File: config.mk
export PLATFORM = sky130hd
export DESIGN_NAME = noc_packetizer
export DESIGN_NICKNAME = d
export VERILOG_FILES = /design/src/rtl/noc_pkg.sv /design/src/rtl/noc_req_fifo.sv /design/src/rtl/noc_packetizer.sv
export SDC_FILE = /design/constraint.sdc
export NUM_CORES = 1
export LEC_CHECK = 0
export CAP_MARGIN = 20
export CORE_MARGIN = 2
export CORE_UTILIZATION = 62
export DETAILED_ROUTE_END_ITERATION = 10
export PLACE_DENSITY = 0.84
export RECOVER_POWER = 50
export SYNTH_ARGS = -nofsm -noshare
export SYNTH_HDL_FRONTEND = slang
export SYNTH_SLANG_ARGS = --single-unit
File: constraint.sdc
create_clock -name clk -period 6.7 [get_ports clk]
set_clock_uncertainty 0.05 [all_clocks]
set_input_delay 0.67 -clock clk [delete_from_list [all_inputs] [get_ports clk]]
set_output_delay 0.67 -clock clk [all_outputs]
set_load 0.05 [all_outputs]
File: src/rtl/noc_pkg.sv
// Shared NoC definitions: packet types, 32-bit router packet layout and the
// request record buffered ahead of the packetizer output stage.
package noc_pkg;

    typedef enum logic [1:0] {
        FILTER = 2'b00,
        IFMAP  = 2'b01,
        PSUM   = 2'b10,
        RSVD   = 2'b11
    } pkt_type_e;

    localparam int LAST_BIT = 31;
    localparam int TYPE_MSB = 30;
    localparam int TYPE_LSB = 29;
    localparam int DST_MSB  = 28;
    localparam int DST_LSB  = 21;
    localparam int DATA_MSB = 20;
    localparam int DATA_LSB = 13;
    localparam int SEQ_MSB  = 12;
    localparam int SEQ_LSB  = 0;
    localparam int SEQ_W    = 13;

    typedef struct packed {
        logic             last;
        pkt_type_e        ptype;
        logic [4:0]       dst_y;
        logic [2:0]       dst_x;
        logic [7:0]       data;
        logic [SEQ_W-1:0] seq;
    } noc_pkt_t;

    typedef struct packed {
        logic       last;
        pkt_type_e  ptype;
        logic [4:0] dst_y;
        logic [2:0] dst_x;
        logic [7:0] data;
    } noc_req_t;

    // Destination field is {dst_y, dst_x}, matching the router's decode.
    function automatic noc_pkt_t build_pkt(input noc_req_t r, input logic [SEQ_W-1:0] s);
        logic [31:0] p;
        p                   = '0;
        p[LAST_BIT]         = r.last;
        p[TYPE_MSB:TYPE_LSB] = r.ptype;
        p[DST_MSB:DST_LSB]  = {r.dst_y, r.dst_x};
        p[DATA_MSB:DATA_LSB] = r.data;
        p[SEQ_MSB:SEQ_LSB]  = s;
        return noc_pkt_t'(p);
    endfunction

endpackage

File: src/rtl/noc_req_fifo.sv
// Synchronous request FIFO; pointers carry an extra wrap bit so full and
// empty are distinguished without a separate counter.
module noc_req_fifo #(
    parameter int DW    = 19,
    parameter int DEPTH = 4
) (
    input  logic                     clk,
    input  logic                     rst_n,
    input  logic                     push,
    input  logic [DW-1:0]            wdata,
    input  logic                     pop,
    output logic [DW-1:0]            rdata,
    output logic                     full,
    output logic                     empty,
    output logic [$clog2(DEPTH):0]   level
);

    localparam int AW = $clog2(DEPTH);

    logic [DW-1:0] mem [DEPTH];
    logic [AW:0]   wptr;
    logic [AW:0]   rptr;

    always_ff @(posedge clk or negedge rst_n) begin
        if (!rst_n) begin
            wptr <= '0;
            rptr <= '0;
        end else begin
            if (push) wptr <= wptr + 1'b1;
            if (pop)  rptr <= rptr + 1'b1;
        end
    end

    always_ff @(posedge clk) begin
        if (push) mem[wptr[AW-1:0]] <= wdata;
    end

    assign rdata = mem[rptr[AW-1:0]];
    assign level = wptr - rptr;
    assign empty = (wptr == rptr);
    assign full  = (wptr[AW] != rptr[AW]) && (wptr[AW-1:0] == rptr[AW-1:0]);

endmodule

File: src/rtl/noc_packetizer.sv
// NoC injection packetizer: legality check, request FIFO, per-type sequence
// tags and a one-entry valid/ready output register. NOC_PKTZ_STATS_EN adds counters.
module noc_packetizer
    import noc_pkg::*;
#(
    parameter int DEPTH_R    = 21,
    parameter int DEPTH_F    = 5,
    parameter int FIFO_DEPTH = 4
) (
    input  logic                          clk,
    input  logic                          rst_n,
    input  logic                          in_valid,
    output logic                          in_ready,
    input  logic [1:0]                    in_type,
    input  logic [2:0]                    in_dst_x,
    input  logic [4:0]                    in_dst_y,
    input  logic [7:0]                    in_data,
    input  logic                          in_last,
    input  logic                          seq_clr,
    output logic                          pkt_valid,
    input  logic                          pkt_ready,
    output logic [31:0]                   pkt_data,
    output logic                          err_dst,
    input  logic                          err_clr,
    output logic [$clog2(FIFO_DEPTH):0]   fifo_level
`ifdef NOC_PKTZ_STATS_EN
    ,
    output logic [15:0]                   stat_sent,
    output logic [7:0]                    stat_drop
`endif
);

    typedef enum logic {S_EMPTY, S_FULL} state_e;

    state_e           state;
    noc_req_t         req_in;
    noc_req_t         head;
    logic             legal;
    logic             accept;
    logic             full;
    logic             empty;
    logic             load;
    logic [SEQ_W-1:0] seq_f;
    logic [SEQ_W-1:0] seq_i;
    logic [SEQ_W-1:0] seq_p;
    logic [SEQ_W-1:0] cur_seq;
    logic [SEQ_W-1:0] load_seq;

    assign in_ready = !full;
    assign accept   = in_valid && in_ready;
    assign legal    = (in_type != 2'b11) && (int'(in_dst_x) < DEPTH_F)
                      && (int'(in_dst_y) < DEPTH_R);

    assign req_in = '{last: in_last, ptype: pkt_type_e'(in_type), dst_y: in_dst_y,
                      dst_x: in_dst_x, data: in_data};

    noc_req_fifo #(
        .DW    ($bits(noc_req_t)),
        .DEPTH (FIFO_DEPTH)
    ) u_fifo (
        .clk   (clk),
        .rst_n (rst_n),
        .push  (accept && legal),
        .wdata (req_in),
        .pop   (load),
        .rdata (head),
        .full  (full),
        .empty (empty),
        .level (fifo_level)
    );

    // Reload whenever the register is free or being drained this cycle.
    assign load = !empty && (state == S_EMPTY || pkt_ready);

    always_comb begin
        cur_seq = seq_f;
        case (head.ptype)
            IFMAP:   cur_seq = seq_i;
            PSUM:    cur_seq = seq_p;
            default: cur_seq = seq_f;
        endcase
    end

    assign load_seq = seq_clr ? '0 : cur_seq;

    always_ff @(posedge clk or negedge rst_n) begin
        if (!rst_n) begin
            state     <= S_EMPTY;
            pkt_valid <= 1'b0;
            pkt_data  <= '0;
            seq_f     <= '0;
            seq_i     <= '0;
            seq_p     <= '0;
        end else begin
            if (seq_clr) begin
                seq_f <= '0;
                seq_i <= '0;
                seq_p <= '0;
            end
            // The loaded type's counter overrides the clear: it lands on 1.
            if (load) begin
                pkt_data <= build_pkt(head, load_seq);
                case (head.ptype)
                    IFMAP:   seq_i <= load_seq + SEQ_W'(1);
                    PSUM:    seq_p <= load_seq + SEQ_W'(1);
                    default: seq_f <= load_seq + SEQ_W'(1);
                endcase
            end
            case (state)
                S_EMPTY: if (load) begin
                    state     <= S_FULL;
                    pkt_valid <= 1'b1;
                end
                S_FULL: if (pkt_ready && empty) begin
                    state     <= S_EMPTY;
                    pkt_valid <= 1'b0;
                end
                default: begin
                    state     <= S_EMPTY;
                    pkt_valid <= 1'b0;
                end
            endcase
        end
    end

    always_ff @(posedge clk or negedge rst_n) begin
        if (!rst_n)                err_dst <= 1'b0;
        else if (accept && !legal) err_dst <= 1'b1;
        else if (err_clr)          err_dst <= 1'b0;
    end

`ifdef NOC_PKTZ_STATS_EN
    always_ff @(posedge clk or negedge rst_n) begin
        if (!rst_n) begin
            stat_sent <= '0;
            stat_drop <= '0;
        end else begin
            if (pkt_valid && pkt_ready && stat_sent != 16'hFFFF)
                stat_sent <= stat_sent + 16'd1;
            if (accept && !legal && stat_drop != 8'hFF)
                stat_drop <= stat_drop + 8'd1;
        end
    end
`endif

endmodule
==> impl_metrics.yaml <==
status:
  status: "finished, violations left"
  violations: "capacitance limit, slew limit"
floorplan:
  fp.dieW_microns: 109.4
  fp-row-count: 38
  num_io_pins: 63
  dieArea_sq_mm: 0.01196
  start_util: 0.6352
  core_sq_mm: 0.01084
  die_h_microns: 109.4
synthesis:
  ys.flop_type: "dfrtp_1"
  synth_nets: 576
  synth_edf_count: 76
  syn-cell-area_sq_mm: 0.006885
  synth.distinct_cells: 52
  ys_seq_area_frac: 0.6222
  synthArstFlopShare: 0.5128
  syn_inst: 539
  ys_ff_latch: 156
  yosysWarnings: 0
  avgSynthCellArea_sq_um: 12.77
global_route:
  grt_max_degree: 81
  grt_pass1_wl_microns: 24540
  antenna_found_initial: 0
  globalRouteTotalUtil: 0.2777
  grt_pass1_vias: 4811
  overflow: 0
critical_path:
  rrSetupSlack_ns: 2.35
  crit-reg2reg-launch: "u_fifo.rptr[1]"
  critPathLaunchType: "flop"
  worst_ep_arrival_time_ns: 4.72
  critPathCaptureType: "flop"
  reg2reg_to: "seq_p[7]"
  crit_chain: "mux4_2 > inv_1 > ha_1 > a221oi_1 > a2111oi_4 > nand3_2 > o31a_1 > o31ai_1"
  cp.required_ns: 7.06
  crit_fanout: 22
  worstSetupPathType: "flop to flop"
  rr_worst_depth: 8
  cp_slowest_cell: "dfrtp_1"
  cpPeakStageDelay_ns: 1.04
power:
  clkPwrFrac: 0.232
  leakagePower_uw: 0.003188
  seqPwrFrac: 0.317
  p_int_uw: 2436
  ir_drop_mv: 0.4554
  p_sw_frac: 0.4306
  p_sw_uw: 1842
  p_comb_frac: 0.451
  power_density_mw_per_mm2: 521.5
layout:
  final_cell_area_sq_mm: 0.008203
  layout_common_cells: "99 x nand2_1, 80 x dfrtp_1, 76 x edfxtp_1"
  area_delta_synth_final_pct: 19.14
  drive_above_1_share: 0.1211
  layout_commonest_cell: "nand2_1"
  fillCellCount: 645
  antenna_cells: 0
  fin_nets: 635
detailed_routing:
  finalWirelength_microns: 15390
  wl_per_cell_microns: 20.50
  drc: 0
  vias: 4691
  dr.pass1.iters: 6
  vias_per_cell: 6.246
  drt_iter0_drc: 379
  antenna_left: 0
placed_design:
  routabilityCongestion: 0.9046
  post-place-ws_ns: 2.488
  placed_cell_area_sq_mm: 0.007577
  portBuffers: 62
  hpwl_microns: 9218
sta:
  setup_viol_count_final: 0
  max_freq_mhz: 229.7
  setup_ws_ns: 2.347
  final_hold_viol_count: 0
  period_share: 0.6497
  rsz0062_at_grt: "false"
  tns_ns: 0
  worst_pin_slew_ns: 2.952
  drv_slew: 83
  relSlewSlack: -0.9677
  fin_crit_ns: 4.353
clock_network:
  cts_max_level: 4
  cts_hold_buf: 0
  post_cts.repair.setup_buffers: 0
  clk_pin_slew_ns: 0.06
  clockBufferDepth: 2
  cts_tree: "done"
  cts.repair.resized: 0
  cts_sinks: 156
  cts_inserted_buffers: 17
  worstSkewPairLatency_ns: 0.54
  root_buffer: "clkbuf_8"
min_path:
  holdPathEnd: "pkt_valid"
  min_path_type: "flop to flop"
  hold_depth: 1
  hold_path.startpoint: "state"
job:
  cap_violations: 2
critical path, delay by kind of cell (launching register included):
| kind | cells | cell delay [ns] |
|---|---|---|
| flip-flops | 1 | 1.04 |
| adder cells (fa/ha/maj) | 1 | 0.60 |
| buffers and inverters | 1 | 0.10 |
| multiplexers | 1 | 0.46 |
| AND/OR/NAND/NOR | 1 | 0.38 |
| AO/OA/AOI/OAI | 4 | 1.59 |
cells by family (layout without fill, tap and decap cells):
kind of cell | Yosys count | in the layout | share of synthesized area
AND/OR/NAND/NOR | 197 | 197 | 0.1365
AO/OA/AOI/OAI | 85 | 85 | 0.09322
adder cells (fa/ha/maj) | 12 | 12 | 0.02290
buffers and inverters | 46 | 118 | 0.03107
multiplexers | 23 | 23 | 0.06869
XOR/XNOR | 20 | 20 | 0.02544
flip-flops | 156 | 156 | 0.6222
layer usage:
| layer | vias up | routed length (microns) | GRT usage |
|---|---|---|---|
| met2 | 206 | 8164 | 0.4528 |
| met1 | 2356 | 5959 | 0.3469 |
| met5 | - | 0 | 0 |
| met4 | 0 | 333 | 0.1184 |
| met3 | 30 | 935 | 0.08417 |
| li1 | 2099 | - | - |
sequential cells by signal, indices dropped and copies added, names as in the netlist:
name,flops
err_dst,1
u_fifo.rptr,3
state,1
pkt_data,32
pkt_valid,1
seq_f,13
seq_i,13
u_fifo.wptr,3
seq_p,13
u_fifo.mem,76
how the worst max path moves through the flow:
stage                   start            to  depth (start not counted)
2_1_floorplan  u_fifo.rptr[0]     seq_i[10]                         15
3_3_place_gp   u_fifo.rptr[1]     seq_i[10]                         10
3_5_place_dp   u_fifo.rptr[1]     seq_p[12]                         10
4_1_cts        u_fifo.rptr[1]      seq_p[7]                          8
5_1_grt                 rst_n  pkt_data[30]                          2
6_report       u_fifo.rptr[1]      seq_p[7]                          8
per-stage QoR:
step                      utilization  hold slack (ns)  instances  power, uW
after CTS                      0.7553           0.2948        749       4295
final                          0.7567           0.3995        751       4278
after global placement         0.6990           0.3794        717       3203
after global routing           0.7567           0.4275        751       4484
after floorplan                     -           0.3244        539       2748
after detailed placement       0.6990           0.4068        717       3270
power groups by stage:
| stage | logic (uW) | registers [uW] | clock network (uW) |
|---|---|---|---|
| final | 1930 | 1360 | 991 |
| after CTS | 1930 | 1360 | 1000 |
| after global routing | 2070 | 1380 | 1040 |
| after global placement | 1850 | 1360 | 0 |
| after floorplan | 1150 | 1590 | 0 |
| after detailed placement | 1900 | 1370 | 0 |
layout make-up:
type,count,area [sq um],share of cell area
tap,140,175.2,0.02135
multi-input combinational,337,2391,0.2915
timing repair buffer,71,685.7,0.08359
inverter,15,56.30,0.006864
clock inverter,13,178.9,0.02181
clock buffer,19,431.7,0.05262
sequential,156,4284,0.5223
Yosys cell counts, types with 4 or more instances:
| cell | n | area (sq um) |
|---|---|---|
| a221oi_1 | 12 | 105.1 |
| and2_1 | 5 | 31.28 |
| buf_2 | 6 | 30.03 |
| buf_6 | 4 | 45.04 |
| clkbuf_1 | 18 | 67.56 |
| dfrtp_1 | 80 | 2002 |
| edfxtp_1 | 76 | 2282 |
| ha_1 | 11 | 137.6 |
| inv_1 | 15 | 56.30 |
| mux2_2 | 4 | 45.04 |
| mux4_2 | 19 | 427.9 |
| nand2_1 | 99 | 371.6 |
| nand3_1 | 36 | 180.2 |
| nor2_1 | 15 | 56.30 |
| nor2b_1 | 7 | 43.79 |
| nor3_1 | 10 | 50.05 |
| o211ai_1 | 7 | 52.55 |
| o21ai_0 | 35 | 175.2 |
| or4_1 | 7 | 52.55 |
| xnor2_1 | 15 | 131.4 |
| xor2_1 | 5 | 43.79 |
(Power assumes the default switching activity.)
==> patch 1, RTL diff (config.mk and constraints unchanged) <==
Build with the macro `NOC_PKTZ_STATS_EN` defined.
--- a/src/rtl/noc_packetizer.sv
+++ b/src/rtl/noc_packetizer.sv
@@ -2,2 +2,4 @@
 // tags and a one-entry valid/ready output register. NOC_PKTZ_STATS_EN adds counters.
+`define NOC_PKTZ_STATS_EN
+
 module noc_packetizer
Check against the original RTL (old outputs only; new: stat_drop and stat_sent): equivalent (Yosys induction, for registers that start in step).
==> patch 1 against the original RTL <==
The run still ends with max-capacitance violations, max-slew violations left; total power increased by 13%; cell count increased by 20%; worst setup slack got worse by 0.045 ns; sequential cell count increased by 24; hold slack improved by 0.022 ns; area after synthesis increased by 16%; wire length increased by 13%; design area increased by 16%.
==> patch 1: results <==
group,metric,value,unit
layout,seqCellArea,0.00488,mm2
worst_hold_path,min-delay-start,"pkt_data[11]$_DFFE_PN0P_",
yosys,yosysTopAreaCell,"dfrtp_1",
flow_run,timing.max_cap.violations,3,
routing,first_iter_violations,442,
sta,holdWs,0.422,ns
layout,num-multi-input-gates,405,
layout,clk_share,0.0603,
yosys,synth_cell_type_count,57,
placed_design,globalplace.congestion,0.859,
placed_design,placed_cell_area,0.00894,mm2
global_route,antenna_found_initial,1,
sta,drv_slew,100,
routing,dr.pass1.iters,5,
power,p_leak,0.00381,uW
worst_setup_path,r2r_slack,2.42,ns
layout,clock_buffer_count,20,
worst_setup_path,worst-r2r-cell-count,11,
worst_hold_path,holdPathStages,2,
worst_setup_path,cpMaxStageDelayCell,"clkbuf_1",
routing,vias,5390,
global_route,grt_util_met1,0.335,
worst_setup_path,crit_fanout,20,
run_status,outcome,"finished, violations left",
layout,nFillCells,827,
worst_setup_path,critPathMaxStageDelay,1.21,ns
layout,n_all_buffers,95,
yosys,synth_common_cells,"nand2_1 (119), dfrtp_1 (104), edfxtp_1 (76)",
run_status,failed_checks,"max-capacitance violations, max-slew violations",
worst_hold_path,hold-path-endpoint,"pkt_data[11]$_DFFE_PN0P_",
global_route,grt_start_max_net_pins,65,
placed_design,io_buffers,86,
layout,multi_input_area,0.00286,mm2
sta,slew_headroom,-0.493,
layout,nets,751,
yosys,synthTopCellsByArea,"dfrtp_1 (33%), edfxtp_1 (29%), nand2_1 (5.6%), mux4_2 (5.4%), nand3_1 (2.9%)",
## patch 1: cell types whose count changed after synthesis, moves of 6 or more
cell and change:
nand2_1 +20, o21ai_1 +7, a221oi_1 -8, nand4_1 +6, nand3_1 +10, xor2_1 +13, dfrtp_1 +24, xnor2_1 +8
## patch 1: power groups by stage
stage,combinational (uW),clock (uW),sequential [uW]
2_1_floorplan,1270,0,1960
3_3_place_gp,2200,0,1570
3_5_place_dp,2270,0,1580
4_1_cts,2290,976,1570
5_1_grt,2470,1020,1600
6_report,2300,968,1570
## patch 1: worst max-delay path by stage
stage                                    start                  endpoint  cells after the start
floorplan           u_fifo.rptr[0]$_DFFE_PN0P_       seq_f[12]$_DFF_PN0_                     15
global placement    u_fifo.rptr[1]$_DFFE_PN0P_       seq_f[12]$_DFF_PN0_                     10
detailed placement  u_fifo.rptr[1]$_DFFE_PN0P_       seq_f[12]$_DFF_PN0_                     10
CTS                 u_fifo.rptr[1]$_DFFE_PN0P_       seq_f[12]$_DFF_PN0_                     10
global route        u_fifo.rptr[0]$_DFFE_PN0P_  pkt_data[11]$_DFFE_PN0P_                      6
finish              u_fifo.rptr[0]$_DFFE_PN0P_             fifo_level[1]                      5
## patch 1: stage by stage
step	std cells	util	setup slack (ns)	total power, uW
floorplan	632	-	3.03	3230
global placement	865	0.708	2.43	3770
detailed placement	865	0.708	2.21	3850
CTS	896	0.754	2.21	4840
global route	898	0.755	1.94	5090
finish	898	0.755	2.30	4830
## patch 1: logic make-up (layout without fill, tap and decap cells)
kind of cell	Yosys count	count (layout)	synth area share
compound gates	87	87	0.0837
xor+xnor	42	42	0.0470
fa+ha+maj	13	13	0.0213
buf+inv	47	140	0.0295
flops	180	180	0.612
mux	24	24	0.0607
other cells	0	1	0
simple gates	239	239	0.146
==> patch 2, RTL diff (same flow settings) <==
Without the edit above. Register the output `fifo_level`, cleared by the reset; this adds one clock of latency there. The other outputs are not delayed to match.
--- a/src/rtl/noc_packetizer.sv
+++ b/src/rtl/noc_packetizer.sv
@@ -33,2 +33,4 @@
     typedef enum logic {S_EMPTY, S_FULL} state_e;
+
+    logic [$clog2(FIFO_DEPTH):0] fifo_level_d;
 
@@ -68,3 +70,3 @@
         .empty (empty),
-        .level (fifo_level)
+        .level (fifo_level_d)
     );
@@ -145,2 +147,10 @@
 
+    always_ff @(posedge clk or negedge rst_n) begin
+        if (!rst_n) begin
+            fifo_level <= '0;
+        end else begin
+            fifo_level <= fifo_level_d;
+        end
+    end
+
 endmodule
Function: changed (Yosys sat finds a counterexample within 4 cycles, from zero or initial values and one cycle with rst_n low).
==> patch 2 against the original RTL <==
Wire length is 4.0% lower; total power is 4.3% lower; area after synthesis is 1.0% lower; design area is 1.2% lower; via count is 8.1% lower; sequential cell count is 3 higher; worst setup slack worse by 0.18 ns; first-iteration DRC count is 25% lower; critical endpoint is now seq_i[12]$_DFF_PN0_; largest power group unchanged.
==> patch 2: results <==
group,metric,value,unit
global_route,grtUsageMet2,0.463,
routing,drt-total-wl,14.8,mm
power,p_seq_frac,0.341,
run_status,outcome,"finished clean",
yosys,ys_async_sr_fraction,0.522,
routing,wl_met1,5.88,mm
worst_setup_path,crit_path_end,"seq_i[12]$_DFF_PN0_",
worst_setup_path,critPathMaxStageDelay,0.99,ns
global_route,use_met3,0.0765,
power,p_int,2400,uW
layout,drive_gt1_frac,0.168,
yosys,ys_seq_area_frac,0.640,
yosys,synth_common_cells,"dfrtp_1 (83), edfxtp_1 (76), o21ai_0 (38)",
worst_setup_path,worstPathArrival,4.88,ns
worst_setup_path,worst-r2r-cell-count,9,
placed_design,io_buffers,62,
layout,antenna_cells,0,
yosys,synth_cell_type_count,50,
worst_hold_path,holdPathStages,1,
layout,nFillCells,644,
yosys,synth_nets,517,
placed_design,globalplace.congestion,0.842,
power,p_comb,1810,uW
routing,first_iter_violations,286,
global_route,grt_pass1_wl,23.9,mm
yosys,synthTopCellsByArea,"edfxtp_1 (33%), dfrtp_1 (30%), mux4_2 (6.3%), mux2_2 (4.3%), o21ai_0 (2.8%)",
yosys,syn_avg_cell_area,14.2,um2
global_route,grt_pass1_vias,4591,
global_route,grt_usage,0.274,
sta,post-route-worst-setup-slack,2.17,ns
routing,wl_met2,7.81,mm
placed_design,hpwl,9.10,mm
global_route,grt_util_met1,0.346,
worst_setup_path,crit_fanout,26,
power,irDropWorstVdd,0.355,mV
global_route,grt_start_max_net_pins,84,
worst_setup_path,critical_path.top_delay_family,"adder cells",
clock_network,h-tree-depth,4,
placed_design,dp.cells,661,
layout,nets,578,
routing,wire_per_inst,21.3,um
routing,dr.pass1.iters,5,
placed_design,placed_cell_area,0.00753,mm2
routing,route.met3.wl,828,um
power,comb_power_share,0.442,
sta,worst_pin_slew,1.05,ns
routing,vias_per_cell,6.20,
power,p_leak,0.00308,uW
==> patch 2: layout make-up <==
class                      instances  area, um2  share of cell area
tap                              140        175              0.0216
timing repair buffer              69        689              0.0851
inverter                          12       45.0             0.00556
clock inverter                    12        111              0.0137
clock buffer                      20        425              0.0525
multi-input combinational        283       2300               0.284
sequential                       159       4360               0.538
==> patch 2: repair_timing <==
| action | 4_1_cts | 5_1_grt |
|---|---|---|
| endpoints found under the setup margin | 0 | 0 |
| hold buffers | 0 | 1 |
| endpoints found under the hold margin | 0 | 12 |
==> patch 2: logic make-up after synthesis <==
kind of cell             synth area share
buffers and inverters              0.0250
AO/OA/AOI/OAI                      0.0806
flip-flops                          0.640
adder cells (fa/ha/maj)            0.0213
XOR/XNOR                           0.0296
multiplexers                        0.106
AND/OR/NAND/NOR                    0.0982
==> patch 2: stage by stage <==
step                       util  hold slack [ns]
after floorplan               -            0.324
after global placement    0.698            0.378
after detailed placement  0.698            0.379
after CTS                 0.748            0.316
after global routing      0.751            0.448
final                     0.751            0.397
